File: src/rtl/cve2_multdiv_arbiter.sv
// -----------------------------------------------------------------------------
// cve2_multdiv_arbiter
//
// Purpose:
//   Shares one cve2_multdiv_fast unit between two requesters (0 = core ID
//   stage, 1 = auxiliary/coprocessor port). A grant is given round-robin from
//   IDLE and is held for the whole multi-cycle operation, because the unit
//   keeps intermediate state in its imd_val registers. The result is held in
//   a response register until the owning requester consumes it.
//
//   All outputs are registered. They are computed from the next-state values,
//   so each output lines up with the state it belongs to. The accept pulse on
//   req_ready_o therefore appears in the first BUSY cycle.
//
// Ports:
//   clk_i, rst_ni            clock, asynchronous active-low reset
//   req_valid_i[r]           requester r has an operation pending
//   req_ready_o[r]           one-cycle accept pulse toward requester r
//   req_operator_i[r]        0 MUL, 1 MULH, 2 DIV, 3 REM
//   req_signed_mode_i[r]     bit0 op_a signed, bit1 op_b signed
//   req_op_a_i/_b_i[r]       operands of requester r
//   rsp_valid_o[r]           result pending for requester r
//   rsp_result_o             shared result bus, qualified by rsp_valid_o
//   rsp_ready_i[r]           requester r consumes the result
//   mult_en_o/div_en_o       unit enables
//   mult_sel_o/div_sel_o     unit selects
//   operator_o/signed_mode_o latched operation toward the unit
//   op_a_o/op_b_o            latched operands toward the unit
//   multdiv_ready_id_o       unit never holds while an operation runs
//   valid_i/result_i         unit completion and result
//   busy_o                   operation active or response pending
//   owner_o                  requester holding the current grant
//   last_cycles_o            BUSY cycles of the last completed op (sat. 63)
// -----------------------------------------------------------------------------
module cve2_multdiv_arbiter #(
    parameter logic RESET_PRIO = 1'b0
) (
    input  logic             clk_i,
    input  logic             rst_ni,
    input  logic [1:0]       req_valid_i,
    output logic [1:0]       req_ready_o,
    input  logic [1:0][1:0]  req_operator_i,
    input  logic [1:0][1:0]  req_signed_mode_i,
    input  logic [1:0][31:0] req_op_a_i,
    input  logic [1:0][31:0] req_op_b_i,
    output logic [1:0]       rsp_valid_o,
    output logic [31:0]      rsp_result_o,
    input  logic [1:0]       rsp_ready_i,
    output logic             mult_en_o,
    output logic             div_en_o,
    output logic             mult_sel_o,
    output logic             div_sel_o,
    output logic [1:0]       operator_o,
    output logic [1:0]       signed_mode_o,
    output logic [31:0]      op_a_o,
    output logic [31:0]      op_b_o,
    output logic             multdiv_ready_id_o,
    input  logic             valid_i,
    input  logic [31:0]      result_i,
    output logic             busy_o,
    output logic             owner_o,
    output logic [5:0]       last_cycles_o
);

    typedef enum logic [1:0] {
        IDLE = 2'b00,
        BUSY = 2'b01,
        RESP = 2'b10
    } state_e;

    // One-hot vector for a requester index.
    function automatic logic [1:0] onehot2(input logic idx);
        return idx ? 2'b10 : 2'b01;
    endfunction

    state_e      state_q, state_d;
    logic        owner_q, owner_d;
    // Requester granted most recently; the other one wins a contention.
    logic        last_q, last_d;
    logic [1:0]  operator_q, operator_d;
    logic [1:0]  signed_mode_q, signed_mode_d;
    logic [31:0] op_a_q, op_a_d;
    logic [31:0] op_b_q, op_b_d;
    logic [31:0] result_q, result_d;
    logic [5:0]  cnt_q, cnt_d;
    logic [5:0]  last_cycles_q, last_cycles_d;

    logic [1:0]  req_ready_q, req_ready_d;
    logic [1:0]  rsp_valid_q, rsp_valid_d;
    logic        mult_en_q, mult_en_d;
    logic        div_en_q, div_en_d;
    logic        ready_id_q, ready_id_d;
    logic        busy_q, busy_d;

    logic        grant_valid_s;
    logic        grant_idx_s;
    logic [5:0]  cnt_inc_s;

    // Round-robin pick among the valid requesters.
    always_comb begin
        grant_valid_s = 1'b0;
        grant_idx_s   = owner_q;
        case (req_valid_i)
            2'b01: begin
                grant_valid_s = 1'b1;
                grant_idx_s   = 1'b0;
            end
            2'b10: begin
                grant_valid_s = 1'b1;
                grant_idx_s   = 1'b1;
            end
            2'b11: begin
                grant_valid_s = 1'b1;
                grant_idx_s   = ~last_q;
            end
            default: begin
                grant_valid_s = 1'b0;
                grant_idx_s   = owner_q;
            end
        endcase
    end

    // Saturating increment of the BUSY cycle counter.
    always_comb begin
        if (cnt_q == 6'd63) begin
            cnt_inc_s = 6'd63;
        end else begin
            cnt_inc_s = cnt_q + 6'd1;
        end
    end

    // Next-state and next-output computation.
    always_comb begin
        state_d       = state_q;
        owner_d       = owner_q;
        last_d        = last_q;
        operator_d    = operator_q;
        signed_mode_d = signed_mode_q;
        op_a_d        = op_a_q;
        op_b_d        = op_b_q;
        result_d      = result_q;
        cnt_d         = cnt_q;
        last_cycles_d = last_cycles_q;
        req_ready_d   = 2'b00;

        case (state_q)
            IDLE: begin
                if (grant_valid_s) begin
                    req_ready_d   = onehot2(grant_idx_s);
                    owner_d       = grant_idx_s;
                    operator_d    = req_operator_i[grant_idx_s];
                    signed_mode_d = req_signed_mode_i[grant_idx_s];
                    op_a_d        = req_op_a_i[grant_idx_s];
                    op_b_d        = req_op_b_i[grant_idx_s];
                    cnt_d         = 6'd0;
                    state_d       = BUSY;
                end else begin
                    state_d = IDLE;
                end
            end
            BUSY: begin
                // The cycle carrying valid_i is itself a BUSY cycle, so it
                // is included in the recorded count.
                cnt_d = cnt_inc_s;
                if (valid_i) begin
                    result_d      = result_i;
                    last_cycles_d = cnt_inc_s;
                    state_d       = RESP;
                end else begin
                    state_d = BUSY;
                end
            end
            RESP: begin
                if (rsp_ready_i[owner_q]) begin
                    last_d  = owner_q;
                    state_d = IDLE;
                end else begin
                    state_d = RESP;
                end
            end
            default: begin
                state_d = IDLE;
            end
        endcase

        // The operator latch only changes in IDLE, so enables and selects
        // derived from it cannot change during BUSY.
        mult_en_d  = (state_d == BUSY) && !operator_d[1];
        div_en_d   = (state_d == BUSY) && operator_d[1];
        ready_id_d = (state_d == BUSY);
        busy_d     = (state_d != IDLE);
        if (state_d == RESP) begin
            rsp_valid_d = onehot2(owner_d);
        end else begin
            rsp_valid_d = 2'b00;
        end
    end

    // State, latches and registered outputs.
    always_ff @(posedge clk_i or negedge rst_ni) begin
        if (!rst_ni) begin
            state_q       <= IDLE;
            owner_q       <= RESET_PRIO;
            last_q        <= ~RESET_PRIO;
            operator_q    <= 2'b00;
            signed_mode_q <= 2'b00;
            op_a_q        <= 32'd0;
            op_b_q        <= 32'd0;
            result_q      <= 32'd0;
            cnt_q         <= 6'd0;
            last_cycles_q <= 6'd0;
            req_ready_q   <= 2'b00;
            rsp_valid_q   <= 2'b00;
            mult_en_q     <= 1'b0;
            div_en_q      <= 1'b0;
            ready_id_q    <= 1'b0;
            busy_q        <= 1'b0;
        end else begin
            state_q       <= state_d;
            owner_q       <= owner_d;
            last_q        <= last_d;
            operator_q    <= operator_d;
            signed_mode_q <= signed_mode_d;
            op_a_q        <= op_a_d;
            op_b_q        <= op_b_d;
            result_q      <= result_d;
            cnt_q         <= cnt_d;
            last_cycles_q <= last_cycles_d;
            req_ready_q   <= req_ready_d;
            rsp_valid_q   <= rsp_valid_d;
            mult_en_q     <= mult_en_d;
            div_en_q      <= div_en_d;
            ready_id_q    <= ready_id_d;
            busy_q        <= busy_d;
        end
    end

    assign req_ready_o        = req_ready_q;
    assign rsp_valid_o        = rsp_valid_q;
    assign rsp_result_o       = result_q;
    assign mult_en_o          = mult_en_q;
    assign mult_sel_o         = mult_en_q;
    assign div_en_o           = div_en_q;
    assign div_sel_o          = div_en_q;
    assign operator_o         = operator_q;
    assign signed_mode_o      = signed_mode_q;
    assign op_a_o             = op_a_q;
    assign op_b_o             = op_b_q;
    assign multdiv_ready_id_o = ready_id_q;
    assign busy_o             = busy_q;
    assign owner_o            = owner_q;
    assign last_cycles_o      = last_cycles_q;

endmodule
File: config.mk
export PLATFORM = sky130hd
export DESIGN_NAME = cve2_multdiv_arbiter
export DESIGN_NICKNAME = d
export VERILOG_FILES = /design/src/rtl/cve2_multdiv_arbiter.sv
export SDC_FILE = /design/constraint.sdc
export NUM_CORES = 1
export LEC_CHECK = 0
export CORE_MARGIN = 4
export CORE_UTILIZATION = 39
export DETAILED_ROUTE_END_ITERATION = 6
export GPL_TIMING_DRIVEN = 0
export PLACE_DENSITY = 0.81
export SLEW_MARGIN = 20
export SYNTH_ARGS = -nofsm -noshare
export SYNTH_HDL_FRONTEND = slang
export SYNTH_SLANG_ARGS = --single-unit
File: constraint.sdc
create_clock -name clk_i -period 2.1 [get_ports clk_i]
set_clock_uncertainty 0.05 [all_clocks]
set_input_delay 0.21 -clock clk_i [delete_from_list [all_inputs] [get_ports clk_i]]
set_output_delay 0.21 -clock clk_i [all_outputs]
set_load 0.05 [all_outputs]
==> flow_summary_export.csv, run 1 <==
group,metric,value,unit
placed_design,dp_cells,930,
clocking,cts_max_level,4,
power_and_ir_drop,clkPwrFrac,16.8,%
floorplan,die_area,15600,um^2
sta,clock.fmax,0.505,GHz
synthesis,avgSynthCellArea,11.5,um^2
floorplan,die_w,125,um
clocking,cts_sinks,124,
power_and_ir_drop,p_sw,0.00772,W
layout,final_nets,950,
routing,firstDrtPassIters,4,
sta,hold_viol,0,
placed_design,io_buffer_count,290,
sta,slew_viol_final,0,
layout,drive_gt1_share,11.3,%
layout,fill_cells,1011,
synthesis,synthCells,463,
sta,setup_viol,0,
layout,post-route-util,68.0,%
sta,period_share,94.2,%
worst_setup_path,rrSetupSlack,0.18,ns
synthesis,synth_nets,639,
placed_design,place.gp.congestion,0.925,
power_and_ir_drop,peakVddDrop,1120,uV
clocking,cts_tree,"done",
hold_path,hold_path_class,"primary input to flip-flop",
hold_path,worstHoldEndpoint,"req_ready_o[1]",
worst_setup_path,r2r_cells,6,
routing,drt_wl_total,17.3,mm
worst_setup_path,cpPeakStageDelay,0.88,ns
clocking,clockRootBuffer,"clkbuf_16",
floorplan,fp.dieH,125,um
synthesis,ys_ff_latch,124,
worst_setup_path,critPathMaxFanout,5,
routing,antenna_left,0,
power_and_ir_drop,cellPowerDensity,1790,nW/um^2
layout,mostFrequentLayoutCell,"clkdlybuf4s50_1",
routing,drt_iter0_drc,197,
sta,maxSlewHeadroom,50.2,%
status,outcome,"finished clean",
worst_setup_path,path_cells,"clkdlybuf4s50_1",
power_and_ir_drop,switching_share,47.6,%
routing,routedWlPerCell,18.0,um
sta,worst_slew_pin_slew,0.746,ns
power_and_ir_drop,p_comb_share,57.3,%
worst_setup_path,crit_family,"buffers and inverters",
worst_setup_path,cp-start-kind,"flip-flop",
synthesis,seq_area_frac_synth,58.2,%
placed_design,post-place-ws,-0.152,ns
layout,area_growth,69.5,%
clocking,clk-insertion-delay-late,0.41,ns
sta,rsz0062_at_grt,"false",
placed_design,place_hpwl,13.5,mm
worst_setup_path,timing.critical_path.slowest_stage_cell,"clkdlybuf4s50_1",
synthesis,yosys_warnings,0,
worst_setup_path,timing.rr.end,"op_b_o[8]",
power_and_ir_drop,power.leakage,3.92,nW
sta,finalCriticalPeriod,1.98,ns
global_routing,grt_pass1_vias,5168,
sta,hold_ws,0.0770,ns
hold_path,hold_depth,3,
global_routing,grt.total_usage,22.4,%
clocking,clkSlewWorstSetupHoldPaths,0.05,ns
worst_setup_path,worst-setup-path-type,"flip-flop to output port",
power_and_ir_drop,power_frac_seq,25.9,%
worst_setup_path,endpoint_kind,"output port",
global_routing,grt_first_pass_wirelength,27.8,mm
power_and_ir_drop,p_int,0.00850,W
routing,vias,4759,
sta,setup_ws,0.121,ns
routing,via_per_inst,4.95,
layout,fin_cells,961,
hold_path,hp-start,"req_valid_i[1]",
floorplan,core_area,13300,um^2
layout,final_cell_mix,"clkdlybuf4s50_1 (289), dfrtp_1 (123), nand2_1 (80)",
worst_setup_path,cp.buffers_inverters,1,
clocking,clockBufferDepth,2,
worst_setup_path,rr_startpoint,"owner_o",
synthesis,netlist_area,5330,um^2
worst_setup_path,cp.required,1.84,ns
worst_setup_path,critPathArrivalTime,1.72,ns
floorplan,start_util,40.1,%
global_routing,antenna_found_initial,0,
layout,diodes,0,
run,max-cap-violations,0,
global_routing,grt-ovfl-total,0,
clocking,post_cts_buffers,0,
placed_design,placed_cell_area,8480,um^2
routing,route.detailed.drc,0,
floorplan,io_pins,292,
layout,finish.instance_area,9040,um^2
global_routing,grt_max_degree,82,
synthesis,synth_cell_type_count,34,
clocking,cts_buffers,17,
floorplan,row_count,42,
cell families after synthesis:
logic type / count (synthesis) / share of synthesized area [%]
flops: 124 / 58.2
simple gates: 105 / 8.17
mux: 101 / 19.7
compound gates: 99 / 9.88
buf+inv: 31 / 3.47
xor+xnor: 2 / 0.329
fa+ha+maj: 1 / 0.235
power groups by stage:
| stage | clock, W | combinational (W) | sequential, W |
|---|---|---|---|
| 2_1_floorplan | 0 | 0.00226 | 0.00786 |
| 3_3_place_gp | 0 | 0.00920 | 0.00415 |
| 3_5_place_dp | 0 | 0.00933 | 0.00423 |
| 4_1_cts | 0.00279 | 0.00936 | 0.00421 |
| 5_1_grt | 0.00290 | 0.00980 | 0.00435 |
| 6_report | 0.00273 | 0.00929 | 0.00420 |
worst max path at each step:
stage | end | startpoint | cells past startpoint | slack (ns)
after global placement | op_a_o[27] | rst_ni | 1 | -3.89
after floorplan | op_b_o[10] | owner_o | 6 | 0.33
after global routing | op_b_o[1] | owner_o | 6 | 0.04
after detailed placement | op_b_o[1] | req_valid_i[0] | 6 | -0.15
after CTS | owner_o | owner_o | 1 | 0.1
final | owner_o | owner_o | 1 | 0.12
timing repair:
item / in CTS / in global routing
hold buffers: 1 / 0
gates resized for setup: 0 / 0
hold endpoints to repair: 79 / 0
area by class of cell:
cell class                 instances  area (um^2)  share of cell area, %
sequential                       124         3100                   34.3
timing repair buffer             292         2930                   32.5
multi-input combinational        308         2040                   22.6
clock buffer                      23          488                   5.40
tap                              176          220                   2.44
buffer                            29          178                   1.97
clock inverter                     7         65.1                  0.720
inverter                           2         7.51                 0.0830
state kept, by name, indices dropped and copies added, names as in the netlist:
signal and cells:
signed_mode_o 2, multdiv_ready_id_o 1, last_q 1, div_en_o 1, rsp_valid_o 2, state_q 2, op_a_o 32, rsp_result_o 32
last_cycles_o 6, mult_en_o 1, req_ready_o 2, busy_o 1, op_b_o 32, operator_o 2, cnt_q 6, owner_o 1
per-layer routing:
| metal | vias up | GRT usage [%] | wire, um |
|---|---|---|---|
| met5 | - | 0 | 0 |
| met4 | 0 | 7.78 | 382 |
| met3 | 30 | 8.27 | 1430 |
| met2 | 208 | 39.2 | 8910 |
| met1 | 2298 | 25.2 | 6540 |
| li1 | 2223 | - | - |
cells in the mapped netlist:
master    number  area [um^2]
a211oi_1       3         22.5
o21ai_1       21          105
buf_2         10         50.1
buf_4          9         67.6
a21oi_1       12         60.1
nand3_1        2         10.0
dfstp_2        1         26.3
inv_1          2         7.51
nor2b_1        3         18.8
xor2_1         1         8.76
nand2_2        1         6.26
o31ai_1        1         7.51
nand3b_1       1         7.51
and2b_2        1         8.76
nand2b_1       1         6.26
nor2_1         9         33.8
clkbuf_1       7         26.3
and3_1         2         12.5
dfrtp_1      123         3080
mux2i_1       69          691
and2_1         1         6.26
o21a_1         1         7.51
buf_6          3         33.8
o21ai_0       55          275
o22ai_1        2         12.5
ha_1           1         12.5
and4b_1        1         10.0
o211a_1        1         10.0
xnor2_1        1         8.76
a311oi_1       1         8.76
nand2_1       80          300
nor3_1         3         15.0
mux2_2        32          360
o21ai_2        2         17.5
through the flow:
step	total power, W	TNS (ns)
final	0.0162	0
after global routing	0.0171	0
after CTS	0.0164	0
after detailed placement	0.0136	-2.06
after global placement	0.0134	-480.68
after floorplan	0.0101	0
Note: power is estimated with default switching activity, not from simulation.
==> run 2, diff against run 1 <==
Settings changed: PLACE_DENSITY 0.81 to 0.9.
==> flow_summary_export.csv, run 2 (synthesis results as in run 1) <==
group,metric,value,unit
sta,hold_viol,0,
sta,clock.fmax,0.509,GHz
run,max-cap-violations,0,
placed_design,io_buffer_count,290,
routing,via_per_inst,4.91,
worst_setup_path,cp.buffers_inverters,1,
global_routing,grt_max_degree,68,
worst_setup_path,path_cells,"clkdlybuf4s50_1",
sta,maxSlewHeadroom,60.9,%
layout,area_growth,71.1,%
sta,tns,0,ns
status,outcome,"finished clean",
sta,period_share,93.6,%
global_routing,grt_first_pass_wirelength,27.2,mm
floorplan,row_count,42,
worst_setup_path,timing.rr.end,"op_a_o[30]",
layout,final_cell_mix,"clkdlybuf4s50_1 (289), dfrtp_1 (123), nand2_1 (80)",
global_routing,grt_pass1_vias,4990,
layout,multiInputGateArea,2040,um^2
clocking,cts_sinks,124,
global_routing,top_usage_layer,"met2",
hold_path,worstHoldEndpoint,"req_ready_o[0]",
worst_setup_path,crit_family,"buffers and inverters",
clocking,cts_resized,0,
sta,finalCriticalPeriod,1.97,ns
global_routing,grt-ovfl-total,0,
sta,rsz0062_at_grt,"false",
global_routing,grt.total_usage,22.2,%
global_routing,use_met2,39.2,%
hold_path,hp-start,"req_valid_i[1]",
sta,slew_viol_final,0,
clocking,clk-insertion-delay-late,0.40,ns
layout,drive_gt1_share,11.3,%
routing,route.detailed.drc,0,
routing,drt_wl_total,17.1,mm
hold_path,hold_depth,2,
placed_design,place.gp.congestion,0.820,
routing,antenna_left,0,
clocking,clockBufferDepth,2,
placed_design,place_hpwl,13.3,mm
sta,setup_viol,0,
worst_setup_path,cp-start-kind,"flip-flop",
worst_setup_path,critPathMaxFanout,5,
global_routing,use_met1,24.8,%
worst_setup_path,cp.required,1.84,ns
layout,regArea,3100,um^2
layout,final_nets,950,
power_and_ir_drop,power.leakage,3.96,nW
hold_path,hold_path_class,"primary input to flip-flop",
layout,fin_cells,963,
power_and_ir_drop,peakVddDrop,1080,uV
clocking,clockRootBuffer,"clkbuf_16",
floorplan,io_pins,292,
worst_setup_path,rr_startpoint,"owner_o",
clocking,cts_max_level,4,
floorplan,core_area,13300,um^2
floorplan,die_w,125,um
worst_setup_path,critPathArrivalTime,1.71,ns
worst_setup_path,cpPeakStageDelay,0.86,ns
worst_setup_path,endpoint_kind,"output port",
floorplan,start_util,40.1,%
routing,drt_iter0_drc,201,
power_and_ir_drop,cellPowerDensity,1820,nW/um^2
clocking,cts_buffers,17,
clocking,clkSlewWorstSetupHoldPaths,0.05,ns
worst_setup_path,rrSetupSlack,0.14,ns
placed_design,dp_cells,930,
routing,vias,4724,
layout,mostFrequentLayoutCell,"clkdlybuf4s50_1",
global_routing,antenna_found_initial,0,
sta,worst_slew_pin_slew,0.585,ns
clocking,cts_tree,"done",
floorplan,fp.dieH,125,um
worst_setup_path,r2r_cells,6,
routing,firstDrtPassIters,4,
routing,routedWlPerCell,17.8,um
global_routing,met3_usage,7.89,%
floorplan,die_area,15600,um^2
worst_setup_path,timing.critical_path.slowest_stage_cell,"clkdlybuf4s50_1",
layout,fill_cells,1027,
worst_setup_path,worst-setup-path-type,"flip-flop to output port",
clocking,post_cts_buffers,0,
==> run 2: per-stage QoR <==
| step | power (W) | cell area (um^2) | setup WS, ns | hold slack, ns | util, % |
|---|---|---|---|---|---|
| 2_1_floorplan | 0.0101 | 5330 | 0.329 | -0.136 | - |
| 4_1_cts | 0.0168 | 9120 | 0.0964 | 0.0445 | 68.6 |
| 3_5_place_dp | 0.0136 | 8480 | -0.199 | 0.176 | 63.8 |
| 6_report | 0.0166 | 9120 | 0.134 | 0.0651 | 68.6 |
| 3_3_place_gp | 0.0134 | 8460 | -4.05 | 0.411 | 63.6 |
| 5_1_grt | 0.0174 | 9120 | 0.00187 | 0.0763 | 68.6 |
==> run 2: metal layers <==
| metal | up-vias | routed length (um) |
|---|---|---|
| li1 | 2233 | - |
| met1 | 2269 | 6430 |
| met2 | 196 | 8970 |
| met3 | 26 | 1360 |
| met4 | 0 | 376 |
| met5 | - | 0 |
==> run 2: final cells by class <==
| class | count | share of cell area (%) |
|---|---|---|
| antenna | 1 | 0.0274 |
| buffer | 29 | 1.95 |
| clock buffer | 24 | 5.39 |
| clock inverter | 7 | 1.48 |
| inverter | 2 | 0.0823 |
| multi-input combinational | 308 | 22.4 |
| sequential | 124 | 34.0 |
| tap | 176 | 2.41 |
| timing repair buffer | 292 | 32.2 |
==> run 2: worst max-delay path by stage <==
stage | cells after the start | start | to
2_1_floorplan | 6 | owner_o | op_b_o[10]
5_1_grt | 6 | owner_o | op_b_o[5]
6_report | 1 | owner_o | owner_o
3_5_place_dp | 6 | req_valid_i[0] | op_a_o[30]
3_3_place_gp | 1 | rst_ni | op_a_o[14]
4_1_cts | 6 | owner_o | op_a_o[30]
==> run 2: power breakdown <==
part | leakage (nW) | total [W] | internal (W) | switching (W)
logic | 2.13 | 0.00934 | 0.00323 | 0.00611
registers | 1.52 | 0.00417 | 0.00354 | 0.000625
clock network | 0.310 | 0.00308 | 0.00210 | 0.000981
total | 3.96 | 0.0166 | 0.00887 | 0.00771
==> run 2: timing repair <==
item / in CTS / in global routing
endpoints found under the setup margin: 0 / 0
hold buffers: 1 / 0
endpoints found under the hold margin: 56 / 0
==> run 3, diff against run 2 <==
Settings changed: MAX_ROUTING_LAYER from default to met4.
==> flow_summary_export.csv, run 3 (synthesis results as in run 1) <==
group,metric,value,unit
power_and_ir_drop,clkPwrFrac,18.5,%
power_and_ir_drop,power_frac_seq,25.1,%
worst_setup_path,endpoint_kind,"output port",
power_and_ir_drop,cellPowerDensity,1820,nW/um^2
worst_setup_path,crit_family,"buffers and inverters",
placed_design,place.gp.congestion,0.832,
placed_design,io_buffer_count,290,
worst_setup_path,r2r_cells,6,
worst_setup_path,rr_startpoint,"owner_o",
routing,vias,4718,
clocking,cts_hold_buf,1,
sta,clock.fmax,0.510,GHz
global_routing,grt_max_degree,68,
clocking,cts_resized,0,
placed_design,post-place-ws,-0.199,ns
worst_setup_path,cp.buffers_inverters,1,
global_routing,antenna_found_initial,0,
sta,setup_viol,0,
routing,drt_iter0_drc,198,
hold_path,hold_path_class,"primary input to flip-flop",
layout,multiInputGateArea,2040,um^2
power_and_ir_drop,p_comb_share,56.3,%
floorplan,die_w,125,um
floorplan,io_pins,292,
global_routing,grt_first_pass_wirelength,27.1,mm
clocking,clk-insertion-delay-late,0.40,ns
layout,drive_gt1_share,11.3,%
routing,route.detailed.drc,0,
power_and_ir_drop,p_sw,0.00772,W
worst_setup_path,critPathArrivalTime,1.70,ns
clocking,cts_buffers,17,
worst_setup_path,critPathLaunch,"owner_o",
layout,final_cell_mix,"clkdlybuf4s50_1 (289), dfrtp_1 (123), nand2_1 (80)",
power_and_ir_drop,switching_share,46.5,%
layout,final_nets,950,
sta,worst_slew_pin_slew,0.585,ns
floorplan,die_area,15600,um^2
floorplan,start_util,40.1,%
worst_setup_path,critPathMaxFanout,5,
sta,setup_ws,0.140,ns
floorplan,core_area,13300,um^2
clocking,clkSlewWorstSetupHoldPaths,0.05,ns
floorplan,row_count,42,
global_routing,grt_pass1_vias,5009,
clocking,cts_tree,"done",
sta,hold_viol,0,
layout,area_growth,71.1,%
power_and_ir_drop,p_int,0.00887,W
worst_setup_path,timing.rr.end,"op_a_o[30]",
placed_design,dp_cells,930,
worst_setup_path,path_cells,"clkdlybuf4s50_1",
routing,drt_wl_total,17.2,mm
routing,routedWlPerCell,17.9,um
sta,finalCriticalPeriod,1.96,ns
floorplan,fp.dieH,125,um
global_routing,grt.total_usage,22.9,%
layout,fin_cells,963,
worst_setup_path,rrSetupSlack,0.14,ns
worst_setup_path,cp.required,1.84,ns
power_and_ir_drop,power.leakage,3.96,nW
routing,antenna_left,0,
layout,post-route-util,68.6,%
placed_design,place_hpwl,13.3,mm
routing,firstDrtPassIters,4,
sta,period_share,93.3,%
hold_path,worstHoldEndpoint,"req_ready_o[0]",
worst_setup_path,timing.critical_path.slowest_stage_cell,"clkdlybuf4s50_1",
layout,fill_cells,1027,
clocking,clockRootBuffer,"clkbuf_16",
sta,rsz0062_at_grt,"false",
layout,regArea,3100,um^2
sta,slew_viol_final,0,
layout,mostFrequentLayoutCell,"clkdlybuf4s50_1",
clocking,cts_sinks,124,
run,max-cap-violations,0,
status,outcome,"finished clean",
routing,via_per_inst,4.90,
clocking,clockBufferDepth,2,
sta,maxSlewHeadroom,60.9,%
worst_setup_path,cp-start-kind,"flip-flop",
worst_setup_path,cpPeakStageDelay,0.86,ns
clocking,cts_max_level,4,
hold_path,hold_depth,2,
worst_setup_path,worst-setup-path-type,"flip-flop to output port",
global_routing,grt-ovfl-total,0,
hold_path,hp-start,"req_valid_i[1]",
clocking,post_cts_buffers,0,
power_and_ir_drop,peakVddDrop,1080,uV
[run 3: cell counts in the layout (fill, tap and decap cells not counted)]
Identical to the previous run, type by type.
[run 3: worst max-delay path by stage]
| stage | to | slack (ns) | depth (start not counted) |
|---|---|---|---|
| 6_report | owner_o | 0.14 | 1 |
| 4_1_cts | op_a_o[30] | 0.1 | 6 |
| 3_5_place_dp | op_a_o[30] | -0.20 | 6 |
| 5_1_grt | op_b_o[5] | 0.002 | 6 |
| 2_1_floorplan | op_b_o[10] | 0.33 | 6 |
| 3_3_place_gp | op_a_o[14] | -4.05 | 1 |
[run 3: cell type report]
type / instances / area share (%)
sequential: 124 / 34.0
timing repair buffer: 292 / 32.2
multi-input combinational: 308 / 22.4
clock buffer: 24 / 5.39
tap: 176 / 2.41
buffer: 29 / 1.95
clock inverter: 7 / 1.48
inverter: 2 / 0.0823
antenna: 1 / 0.0274
[run 3: through the flow]
| step | total power, W | area, um^2 | hold slack [ns] | TNS [ns] |
|---|---|---|---|---|
| final | 0.0166 | 9120 | 0.0657 | 0 |
| after global routing | 0.0174 | 9120 | 0.0768 | 0 |
| after CTS | 0.0168 | 9120 | 0.0445 | 0 |
| after detailed placement | 0.0136 | 8480 | 0.176 | -3.21 |
| after global placement | 0.0134 | 8460 | 0.411 | -501.75 |
| after floorplan | 0.0101 | 5330 | -0.136 | 0 |
[run 3: power groups by stage]
stage                     clock network (W)  registers, W  logic (W)
after floorplan                           0       0.00786    0.00226
after global placement                    0       0.00413    0.00924
after detailed placement                  0       0.00420    0.00938
after CTS                           0.00315       0.00418    0.00943
after global routing                0.00326       0.00433    0.00983
final                               0.00308       0.00417    0.00934
[run 3: per-layer routing]
layer / share of wire, % / vias to the layer above / track usage, %
li1: - / 2228 / -
met1: 38 / 2255 / 25.3
met2: 52 / 203 / 39.2
met3: 7.2 / 32 / 6.95
met4: 2.4 / 0 / 8.35
met5: 0 / - / -
